[config.mk]
export PLATFORM = sky130hd
export DESIGN_NAME = dso_decimator
export DESIGN_NICKNAME = d
export VERILOG_FILES = /design/src/rtl/dso_decimator.sv
export SDC_FILE = /design/constraint.sdc
export NUM_CORES = 1
export LEC_CHECK = 0
export ABC_AREA = 0
export ABC_CLOCK_PERIOD_IN_PS = 4650
export CORE_ASPECT_RATIO = 2
export CORE_MARGIN = 1
export CORE_UTILIZATION = 47
export DETAILED_ROUTE_END_ITERATION = 8
export PLACE_DENSITY = 0.67
export SLEW_MARGIN = 15
export SYNTH_ARGS = -nofsm -noshare
export SYNTH_HDL_FRONTEND = slang
export SYNTH_SLANG_ARGS = --single-unit
[constraint.sdc]
create_clock -name ad_clk -period 4.65 [get_ports ad_clk]
set_input_delay 0.465 -clock ad_clk [delete_from_list [all_inputs] [get_ports ad_clk]]
set_output_delay 0.465 -clock ad_clk [all_outputs]
set_load 0.01 [all_outputs]
[src/rtl/dso_decimator.sv]
// dso_decimator: reduces the 8-bit ADC stream on ad_clk to one sample per
// block of 2^deci_shift inputs. The reduction is sample, average or
// alternating peak (max/min).
module dso_decimator #(
  parameter int SHIFT_W = 4,
  parameter int ACC_W   = 23
) (
  input  logic               ad_clk,
  input  logic               rst,
  input  logic               wave_run,
  input  logic [SHIFT_W-1:0] deci_shift,
  input  logic [1:0]         deci_mode,
  input  logic [7:0]         ad_data,
  output logic               deci_valid,
  output logic [7:0]         deci_data,
  output logic               deci_phase
);

  typedef enum logic {IDLE, RUN} state_t;

  localparam logic [1:0] MODE_AVG  = 2'd1;
  localparam logic [1:0] MODE_PEAK = 2'd2;

  state_t             state;
  logic [SHIFT_W-1:0] cfg_shift;
  logic [1:0]         cfg_mode;
  logic [14:0]        cnt;
  logic [ACC_W-1:0]   acc;
  logic [7:0]         max_r;
  logic [7:0]         min_r;
  logic [7:0]         first_r;
  logic               pk_tgl;

  logic               start;
  logic [SHIFT_W-1:0] eff_shift;
  logic [1:0]         eff_mode;
  logic [14:0]        last_cnt;
  logic               last;
  logic [ACC_W-1:0]   acc_n;
  logic [7:0]         max_n;
  logic [7:0]         min_n;
  logic [7:0]         first_n;
  logic [7:0]         avg;
  logic               tgl_eff;

  // Next-sample datapath. At a block start the live config inputs are used
  // directly, so the sample captured on that edge already follows the new
  // block's shift and mode (needed for shift 0, where that sample is also the last).
  always_comb begin
    start     = (state == IDLE) || (cnt == 15'd0);
    eff_shift = start ? deci_shift : cfg_shift;
    eff_mode  = start ? deci_mode : cfg_mode;
    last_cnt  = ~(15'h7fff << eff_shift);
    last      = (cnt == last_cnt);
    acc_n     = start ? ACC_W'(ad_data) : acc + ACC_W'(ad_data);
    max_n     = (start || ad_data > max_r) ? ad_data : max_r;
    min_n     = (start || ad_data < min_r) ? ad_data : min_r;
    first_n   = start ? ad_data : first_r;
    avg       = 8'(acc_n >> eff_shift);
    tgl_eff   = (start && eff_mode == MODE_PEAK && cfg_mode != MODE_PEAK) ? 1'b0 : pk_tgl;
  end

  // Two-state run/idle control, block accumulation and the registered outputs.
  always_ff @(posedge ad_clk or posedge rst) begin
    if (rst) begin
      state      <= IDLE;
      cfg_shift  <= '0;
      cfg_mode   <= '0;
      cnt        <= '0;
      acc        <= '0;
      max_r      <= '0;
      min_r      <= '0;
      first_r    <= '0;
      pk_tgl     <= 1'b0;
      deci_valid <= 1'b0;
      deci_data  <= '0;
      deci_phase <= 1'b0;
    end else if (!wave_run) begin
      state      <= IDLE;
      cnt        <= '0;
      acc        <= '0;
      max_r      <= '0;
      min_r      <= '0;
      first_r    <= '0;
      pk_tgl     <= 1'b0;
      deci_valid <= 1'b0;
    end else begin
      state <= RUN;
      if (start) begin
        cfg_shift <= deci_shift;
        cfg_mode  <= deci_mode;
      end
      acc        <= acc_n;
      max_r      <= max_n;
      min_r      <= min_n;
      first_r    <= first_n;
      pk_tgl     <= tgl_eff;
      cnt        <= last ? 15'd0 : cnt + 15'd1;
      deci_valid <= last;
      if (last) begin
        case (eff_mode)
          MODE_AVG: begin
            deci_data  <= avg;
            deci_phase <= 1'b0;
          end
          MODE_PEAK: begin
            deci_data  <= tgl_eff ? min_n : max_n;
            deci_phase <= ~tgl_eff;
            pk_tgl     <= ~tgl_eff;
          end
          default: begin
            deci_data  <= first_n;
            deci_phase <= 1'b0;
          end
        endcase
      end
    end
  end

endmodule

# Word-level counts from Yosys, hierarchy flattened
# Index checks and enable logic that the tools add are counted.
# classes
n_reduce_logical	7
mux	21
n_bitwise	3
order_cmp	2
shifts	2
eq_ne	4
addsub	2
# ops
cell	n
$mux 8	7
$mux 23	2
$mux 15	2
$add 23x8->23	1
$shr 23x4->8	1
$pmux 8 s2	1
$add 15x1->15 const B	1
$eq 15x15->1	1
$logic_not 15->1	1
$not 15->15	1
$shl 15x4->15 const A	1
$gt 8x8->1	1
$lt 8x8->1	1
$mux 1	7
$mux 4	1
$logic_or 1x1->1	3
$eq 2x1->1 const B	1
$eq 2x2->1 const B	1
$logic_and 1x1->1	2
$mux 2	1
$ne 2x2->1 const B	1
$not 1->1	2
$reduce_and 2->1	1
# word_totals
word_cells	53
register_bits	80
input_bits	17

# Depth between registers and ports, before layout
# Gate-level depths: netlist (run 1).
# logic_depth
depth_word	11
ltp_mapped	18
ltp_nobuf	13

# Worst setup path before layout (run 1)
# Ideal clock, no wire load.
# synth_timing
path_type	reg2reg
startpoint	reg cnt[1]
endpoint	reg deci_data[1]
setup_ns	0.077
path_stages_with_launch	18
required_ns	4.573
period_less_slack_ns	3.656
setup_slack_ns	0.994
t_arrival_ns	3.579
cell_sequence	dfrtp_1 -> inv_1 -> ha_1 -> nor4b_2 -> a41o_1 -> buf_6 -> clkbuf_1 -> clkbuf_1 -> buf_1 -> mux2i_1 -> ha_1 -> clkbuf_1 -> nand3_1 -> a21oi_1 -> a311oi_1 -> a2111oi_0 -> a221oi_1 -> a21oi_1
# synth_between
elab_chain_cells	9
# synth_rtl
item	line	text
start: declaration	27	logic [14:0] cnt;
start signal: assignment	98	cnt <= last ? 15'd0 : cnt + 15'd1;
branches (longest 9 deep; another with $logic_not 15->1)	-	
end signal: assignment	103	deci_data <= avg;
end signal: assignment	107	deci_data <= tgl_eff ? min_n : max_n;
end signal: assignment	112	deci_data <= first_n;
end: declaration	15	output logic [7:0] deci_data,
# Parallel ways; which one is timed is not known.
# A chain may end at the register's enable or synchronous reset.

# Worst setup path after layout (run 1)
# layout_timing
startpoint	reg cnt[0]
endpoint	reg cnt[14]
# layout_between
elab_chain_cells	8
# layout_rtl
item	line	text
$logic_not 15->1	50	start = (state == IDLE) || (cnt == 15'd0);
$logic_or 1x1->1	50	
$mux 4	-	
$shl 15x4->15	53	last_cnt = ~(15'h7fff << eff_shift);
$not 15->15	53	
$eq 15x15->1	54	last = (cnt == last_cnt);
$mux 15 *	98	
$mux 15 *	78	end else if (!wave_run) begin
# Mark *: on every way between the ends. The rest lies on a longest branch, timed or not.

==> metrics.md, run 1 <==
| Metric | Value |
|---|---|
| Status | `complete, no violations` |
| H-tree depth | `3` |
| Largest net degree at the start of global routing | `44` |
| Normalized max-slew margin | `29.08%` |
| Int Power | `1.345 mW` |
| Most common cell after layout, fill and taps aside | `nor2_1` |
| Max clock buf depth | `2` |
| Post-CTS setup buffers | `0` |
| Fin. max-slew vios | `0` |
| Hold Path Cell Cnt | `1` |
| CTS hold repair buffers | `0` |
| Remaining DRCs | `0` |
| RSZ-0062 raised after global routing | `no` |
| Max Clock Skew | `0.01230 ns` |
| Sw Pwr | `784.4 uW` |
| Synthesized area | `0.006141 sq mm` |
| Nets | `809` |
| Synth Net Count | `792` |
| Syn Inst Count | `746` |
| Setup TNS | `0 ns` |
| Critical path class | `register to register` |
| Io pins | `27` |
| Final ANT Viol Nets | `0` |
| Drt total wl | `19640 microns` |
| Initial antenna violation count | `0` |
| Via count | `5776` |
| CTS root buf | `clkbuf_16` |
| GP Congestion | `0.9897` |
| DR WL/cell | `21.39 microns` |
| # diodes | `0` |
| Reg clk slew, reported paths | `0.07 ns` |
| Die ar. | `0.01355 sq mm` |
| Overall routing resource usage | `29.90%` |
| Max-Cap Viols | `0` |
| Number of port buffers | `26` |
| Clk pwr share | `33.4%` |
| Ys flop type | `dfrtp_1` |
| Post-cts gate resize count | `0` |
| Rows | `58` |
| DIE WIDTH | `82.83 microns` |
| CP Launch Type | `register` |
| Area occupied by multi-input gates | `0.003790 sq mm` |
| Detailed Routing Iterations Pass 1 | `5` |
| Total of warnings raised by yosys | `0` |
| CP arrival | `4.45 ns` |
| Period utilisation layout | `90.87%` |
| CP Max Fanout | `14` |
| CP required | `4.88 ns` |
| Area after DPL | `0.006601 sq mm` |
| Grt ovf | `0` |
| Sequential Power Share | `36.3%` |
| Starting Density | `48.63%` |
| Fmax | `236.7 MHz` |
| Filler cell count | `1218` |
| Via density | `6.292` |
| Sequential share of the synthesized area | `32.60%` |
| Crit path capture type | `register` |
| Sequential cell area | `0.002002 sq mm` |
| Sw Share | `36.84%` |
| Clock sink count | `80` |
| Worst reg-to-reg path cell count | `13` |
| Share of layout cells above drive strength 1 | `8.333%` |
| Final Instance Area | `0.006889 sq mm` |
| #FFs+latches synth | `80` |
| Gate power share | `30.3%` |
| Worst-Skew Late Latency | `0.36 ns` |
| Total leakage power | `2.898 nW` |
| Detail Placement HPWL | `15130 microns` |
| Vias in the first global route | `6031` |
| Vert. Die Dim | `163.7 microns` |
| 1st-iter DRT viols | `428` |
| Number of flops mapped to enable cells by yosys | `0` |
| Most frequent cells in the layout | `87 x nor2_1, 80 x dfrtp_1, 67 x nand2_1, 47 x a21oi_1, 37 x inv_1` |
| Hold Path Class | `register to register` |
| Syn_area_per_cell | `8.232 sq um` |
| CTS tree | `done` |
| Final setup vio count | `0` |
| Hold Violations, Final | `0` |
| Async set or reset register ratio after synthesis | `100.0%` |
| Power Density | `309.1 mW/mm^2` |
| Core footprint | `0.01263 sq mm` |
| Synth unique cells | `69` |
| First-pass GRT wire length | `31650 microns` |
| Fin crit period | `4.225 ns` |
| Least-Margin Pin Slew | `1.060 ns` |
| Inserted Clock Buffers | `9` |
| Maximum vdd drop | `0.1912 mV` |
| Area Overhead vs Synth | `12.18%` |
sequential cells by signal, indices dropped and copies added (netlist names):
signal      flops
deci_valid      1
deci_phase      1
state           1
cnt            15
pk_tgl          1
first_r         8
min_r           8
max_r           8
deci_data       8
cfg_shift       4
cfg_mode        2
acc            23
metrics by stage:
| stage | utilization, % | hold slack (ns) | std cells | setup WS (ns) | total power, mW |
|---|---|---|---|---|---|
| floorplan | - | 0.4929 | 746 | 0.9936 | 1.207 |
| global placement | 52.28 | 0.5157 | 902 | 0.2731 | 1.410 |
| detailed placement | 52.28 | 0.5229 | 902 | 0.3737 | 1.418 |
| CTS | 54.56 | 0.5395 | 918 | 0.4935 | 2.125 |
| global route | 54.56 | 0.5518 | 918 | 0.2530 | 2.231 |
| finish | 54.56 | 0.5275 | 918 | 0.4246 | 2.129 |
power groups by stage:
stage                     Combinational [mW]  Sequential [mW]  Clock, mW
after floorplan                        0.447            0.760          0
after global placement                 0.626            0.784          0
after detailed placement               0.632            0.786          0
after CTS                              0.637            0.772      0.716
after global routing                   0.707            0.777      0.747
final                                  0.646            0.773      0.711
final cells by class:
class                           count  area share [%]
Clock buffer                        9           3.269
Clock inverter                      7          0.9081
Inverter                           38           2.089
Multi-Input combinational cell    579           55.01
Sequential cell                    80           29.06
Tap cell                          150           2.724
Timing Repair Buffer               55           6.938
synthesized netlist by cell type, types with 12 or more instances:
library cell,count,area (sq um)
a211oi_1,19,142.6
a21oi_1,47,235.2
clkbuf_1,36,135.1
dfrtp_1,80,2002
ha_1,28,350.3
inv_1,38,142.6
mux2i_1,27,270.3
nand2_1,67,251.5
nand3_1,18,90.09
nand4_1,12,75.07
nor2_1,87,326.6
nor2b_1,34,212.7
nor3_1,15,75.07
o21ai_0,32,160.2
xnor2_1,25,219.0
layer usage:
layer | share of wire [%] | GRT usage (%)
met1 | 37 | 31.07
met2 | 54 | 55.96
met3 | 3.2 | 3.941
met4 | 6.2 | 18.65
met5 | 0 | 0
worst paths after layout:
kind / startpoint / to / slack, ns
min in group asynchronous: rst / deci_data[4]$_DFFE_PP0P_ / 0.54
worst max register to register: cnt[0]$_DFF_PP0_ / cnt[14]$_DFF_PP0_ / 0.42
worst min register to register: deci_phase$_DFFE_PP0P_ / deci_phase$_DFFE_PP0P_ / 0.53
worst min-delay path: deci_phase$_DFFE_PP0P_ / deci_phase$_DFFE_PP0P_ / 0.53
max in group asynchronous: rst / acc[7]$_DFF_PP0_ / 3.09
worst max-delay path: cnt[0]$_DFF_PP0_ / cnt[14]$_DFF_PP0_ / 0.42
worst max-delay path, cell delays in order (launching register included):
cell and delay, ns:
dfrtp_1 0.47, inv_1 0.09, ha_1 0.15, nor4b_2 0.34, a41o_1 0.56, buf_4 0.24, mux2_2 0.36, o21ai_0 0.24
o32a_1 0.35, a211oi_1 0.25, nand4_1 0.22, or3_4 0.48, nand2_2 0.26, nor2_1 0.09
cells by family after synthesis:
| logic type | share of synthesized area (%) |
|---|---|
| buf+inv | 5.746 |
| flops | 32.60 |
| compound gates | 22.92 |
| fa+ha+maj | 6.031 |
| xor+xnor | 4.707 |
| mux | 6.337 |
| simple gates | 21.66 |
Power figures use the tool's default switching activity.
==> run 2, diff against run 1 <==
--- a/config.mk
+++ b/config.mk
@@ -6,7 +6,7 @@
 export NUM_CORES = 1
 export LEC_CHECK = 0
 export ABC_AREA = 0
-export ABC_CLOCK_PERIOD_IN_PS = 4650
+export ABC_CLOCK_PERIOD_IN_PS = 4900
 export CORE_ASPECT_RATIO = 2
 export CORE_MARGIN = 1
 export CORE_UTILIZATION = 47
==> constraint.sdc (replaced) <==
create_clock -name ad_clk -period 4.9 [get_ports ad_clk]
set_input_delay 0.49 -clock ad_clk [delete_from_list [all_inputs] [get_ports ad_clk]]
set_output_delay 0.49 -clock ad_clk [all_outputs]
set_load 0.01 [all_outputs]
==> run 2 against run 1 <==
Effect of this change: sequential cell count stayed put; count of clock-buffer cells in the layout up 2; critical path depth up 2; global-route usage up 1.4 points; die area is the same; register-to-register slack better by 0.31 ns; final cell count is 0.11% lower; wire length increased by 4.4%; critical path type is now input pin to register; critical endpoint is now deci_data[6]$_DFFE_PP0P_.
==> metrics.md, run 2 (synthesis gave the netlist of run 1 again) <==
| Metric | Value |
|---|---|
| Status | `complete, no violations` |
| Die ar. | `0.01355 sq mm` |
| CTS tree | `done` |
| Top cell by count, worst path | `o22ai_1` |
| Total leakage power | `2.901 nW` |
| Max-Cap Viols | `0` |
| Reg clk slew, reported paths | `0.06 ns` |
| Max clock buf depth | `2` |
| Share of layout cells above drive strength 1 | `8.214%` |
| GP Congestion | `0.9687` |
| Remaining DRCs | `0` |
| 1st-iter DRT viols | `404` |
| Critical path cell sequence | `clkdlybuf4s50_1 > ha_1 > inv_1 > fa_1 > nand2b_1 > a211oi_1 > buf_4 > o31ai_1 > o21a_1 > o311ai_0 > o22ai_1 > a31o_2 > a311o_1 > nor4_1 > o22ai_1` |
| Period utilisation layout | `88.25%` |
| # diodes | `0` |
| Grt ovf | `0` |
| CP Max Fanout | `7` |
| Critical path class | `input pin to register` |
| Inserted Clock Buffers | `9` |
| Rows | `58` |
| Worst-Skew Late Latency | `0.35 ns` |
| Setup TNS | `0 ns` |
| CTS root buf | `clkbuf_16` |
| Drt total wl | `20510 microns` |
| Most frequent cells in the layout | `87 x nor2_1, 80 x dfrtp_1, 67 x nand2_1, 47 x a21oi_1, 37 x inv_1` |
| Post-cts gate resize count | `0` |
| Final ANT Viol Nets | `0` |
| CP Launch Type | `input pin` |
| Most common cell after layout, fill and taps aside | `nor2_1` |
| Fmax | `231.3 MHz` |
| H-tree depth | `3` |
| Via count | `5827` |
| Area Overhead vs Synth | `12.53%` |
| DR WL/cell | `22.37 microns` |
| Starting Density | `48.63%` |
| Dpl ws | `0.4043 ns` |
| Largest net degree at the start of global routing | `49` |
| Slowest stage delay, CP | `0.66 ns` |
| Fin crit period | `4.324 ns` |
| Overall routing resource usage | `31.26%` |
| Least-Margin Pin Slew | `0.9327 ns` |
| CTS hold repair buffers | `0` |
| Hold Violations, Final | `0` |
| CP required | `5.11 ns` |
| Hold Path Class | `input pin to async pin` |
| Detail Placement HPWL | `15440 microns` |
| First-pass GRT wire length | `32640 microns` |
| Normalized max-slew margin | `37.59%` |
| Number of port buffers | `26` |
| Vias in the first global route | `6060` |
| Detailed Routing Iterations Pass 1 | `6` |
| Final setup vio count | `0` |
| Io pins | `27` |
| Initial antenna violation count | `0` |
| Crit path capture type | `register` |
| Biggest regs | `acc: 23 flops, cnt: 15 flops` |
| Vert. Die Dim | `163.7 microns` |
| Maximum vdd drop | `0.1926 mV` |
| Fin. max-slew vios | `0` |
| Nets | `808` |
| Core footprint | `0.01263 sq mm` |
| Post-CTS setup buffers | `0` |
| CP max stage cell | `o311ai_0` |
| Clock sink count | `80` |
| RSZ-0062 raised after global routing | `no` |
| Reg2reg setup slack | `0.73 ns` |
| Via density | `6.354` |
| Max reg flops | `23` |
| Worst setup margin | `0.5759 ns` |
| Max Clock Skew | `0.01071 ns` |
| Reg with most FFs | `acc` |
| CP arrival | `4.54 ns` |
| Power Density | `300.2 mW/mm^2` |
| DIE WIDTH | `82.83 microns` |
[run 2: cell count changes in the layout (fill, tap and decap cells not counted)]
cell        previous run  this run
buf_4                 29        28
clkinv_4               1         2
clkinvlp_4             0         1
clkbuf_8               0         2
clkinv_2               2         1
inv_6                  3         1
inv_8                  2         0
bufinv_16              0         1
[run 2: layer usage]
layer / vias up / track usage, % / share of wire (%)
li1: 2711 / - / -
met1: 2822 / 31.96 / 36
met2: 221 / 58.12 / 53
met3: 73 / 3.739 / 3.9
met4: 0 / 22.18 / 6.9
met5: - / 0 / 0
[run 2: layout make-up]
cell class | count | area (sq um)
Sequential cell | 80 | 2002
Tap cell | 150 | 187.7
Fill cell | 1200 | 5717
Inverter | 38 | 143.9
Multi-Input combinational cell | 579 | 3790
Timing Repair Buffer | 54 | 470.5
Clock inverter | 5 | 63.81
Clock buffer | 11 | 252.7
[run 2: critical path, delay by kind of cell]
kind,cells,cell delay [ns]
AO/OA/AOI/OAI,8,2.20
adder cells (fa/ha/maj),2,0.61
buffers and inverters,3,0.84
AND/OR/NAND/NOR,2,0.38
[run 2: worst paths after layout]
path / from / to / cells past startpoint
max in group asynchronous: rst / max_r[5]$_DFF_PP0_ / 3
worst max register to register: cnt[1]$_DFF_PP0_ / cnt[8]$_DFF_PP0_ / 13
worst min register to register: deci_phase$_DFFE_PP0P_ / deci_phase$_DFFE_PP0P_ / 1
worst min-delay path: rst / cnt[0]$_DFF_PP0_ / 2
min in group ad_clk: deci_phase$_DFFE_PP0P_ / deci_phase$_DFFE_PP0P_ / 1
worst max-delay path: ad_data[0] / deci_data[6]$_DFFE_PP0P_ / 15
[run 2: power breakdown]
part	switching, mW	total [mW]	leakage (nW)	internal [mW]
Combinational	0.392	0.622	1.71	0.230
Clock	0.298	0.724	0.152	0.427
Sequential	0.0358	0.728	1.04	0.692
Total	0.725	2.07	2.90	1.35
[run 2: through the flow]
stage	hold slack [ns]	std cells	util (%)	cell area, sq um	power, mW
after global routing	0.5246	917	54.73	6910	2.166
after global placement	0.4932	901	52.22	6594	1.342
after floorplan	0.4929	746	-	6141	1.145
after detailed placement	0.4983	901	52.22	6594	1.345
final	0.4998	917	54.73	6910	2.075
after CTS	0.5165	917	54.73	6910	2.071
==> run 3, diff against run 2 <==
--- a/config.mk
+++ b/config.mk
@@ -10,6 +10,7 @@
 export CORE_ASPECT_RATIO = 2
 export CORE_MARGIN = 1
 export CORE_UTILIZATION = 47
+export CTS_CLUSTER_SIZE = 10
 export DETAILED_ROUTE_END_ITERATION = 8
 export PLACE_DENSITY = 0.67
 export SLEW_MARGIN = 15
==> results of run 3 <==
The final DEF is identical to that of run 2; final timing and power are the same.
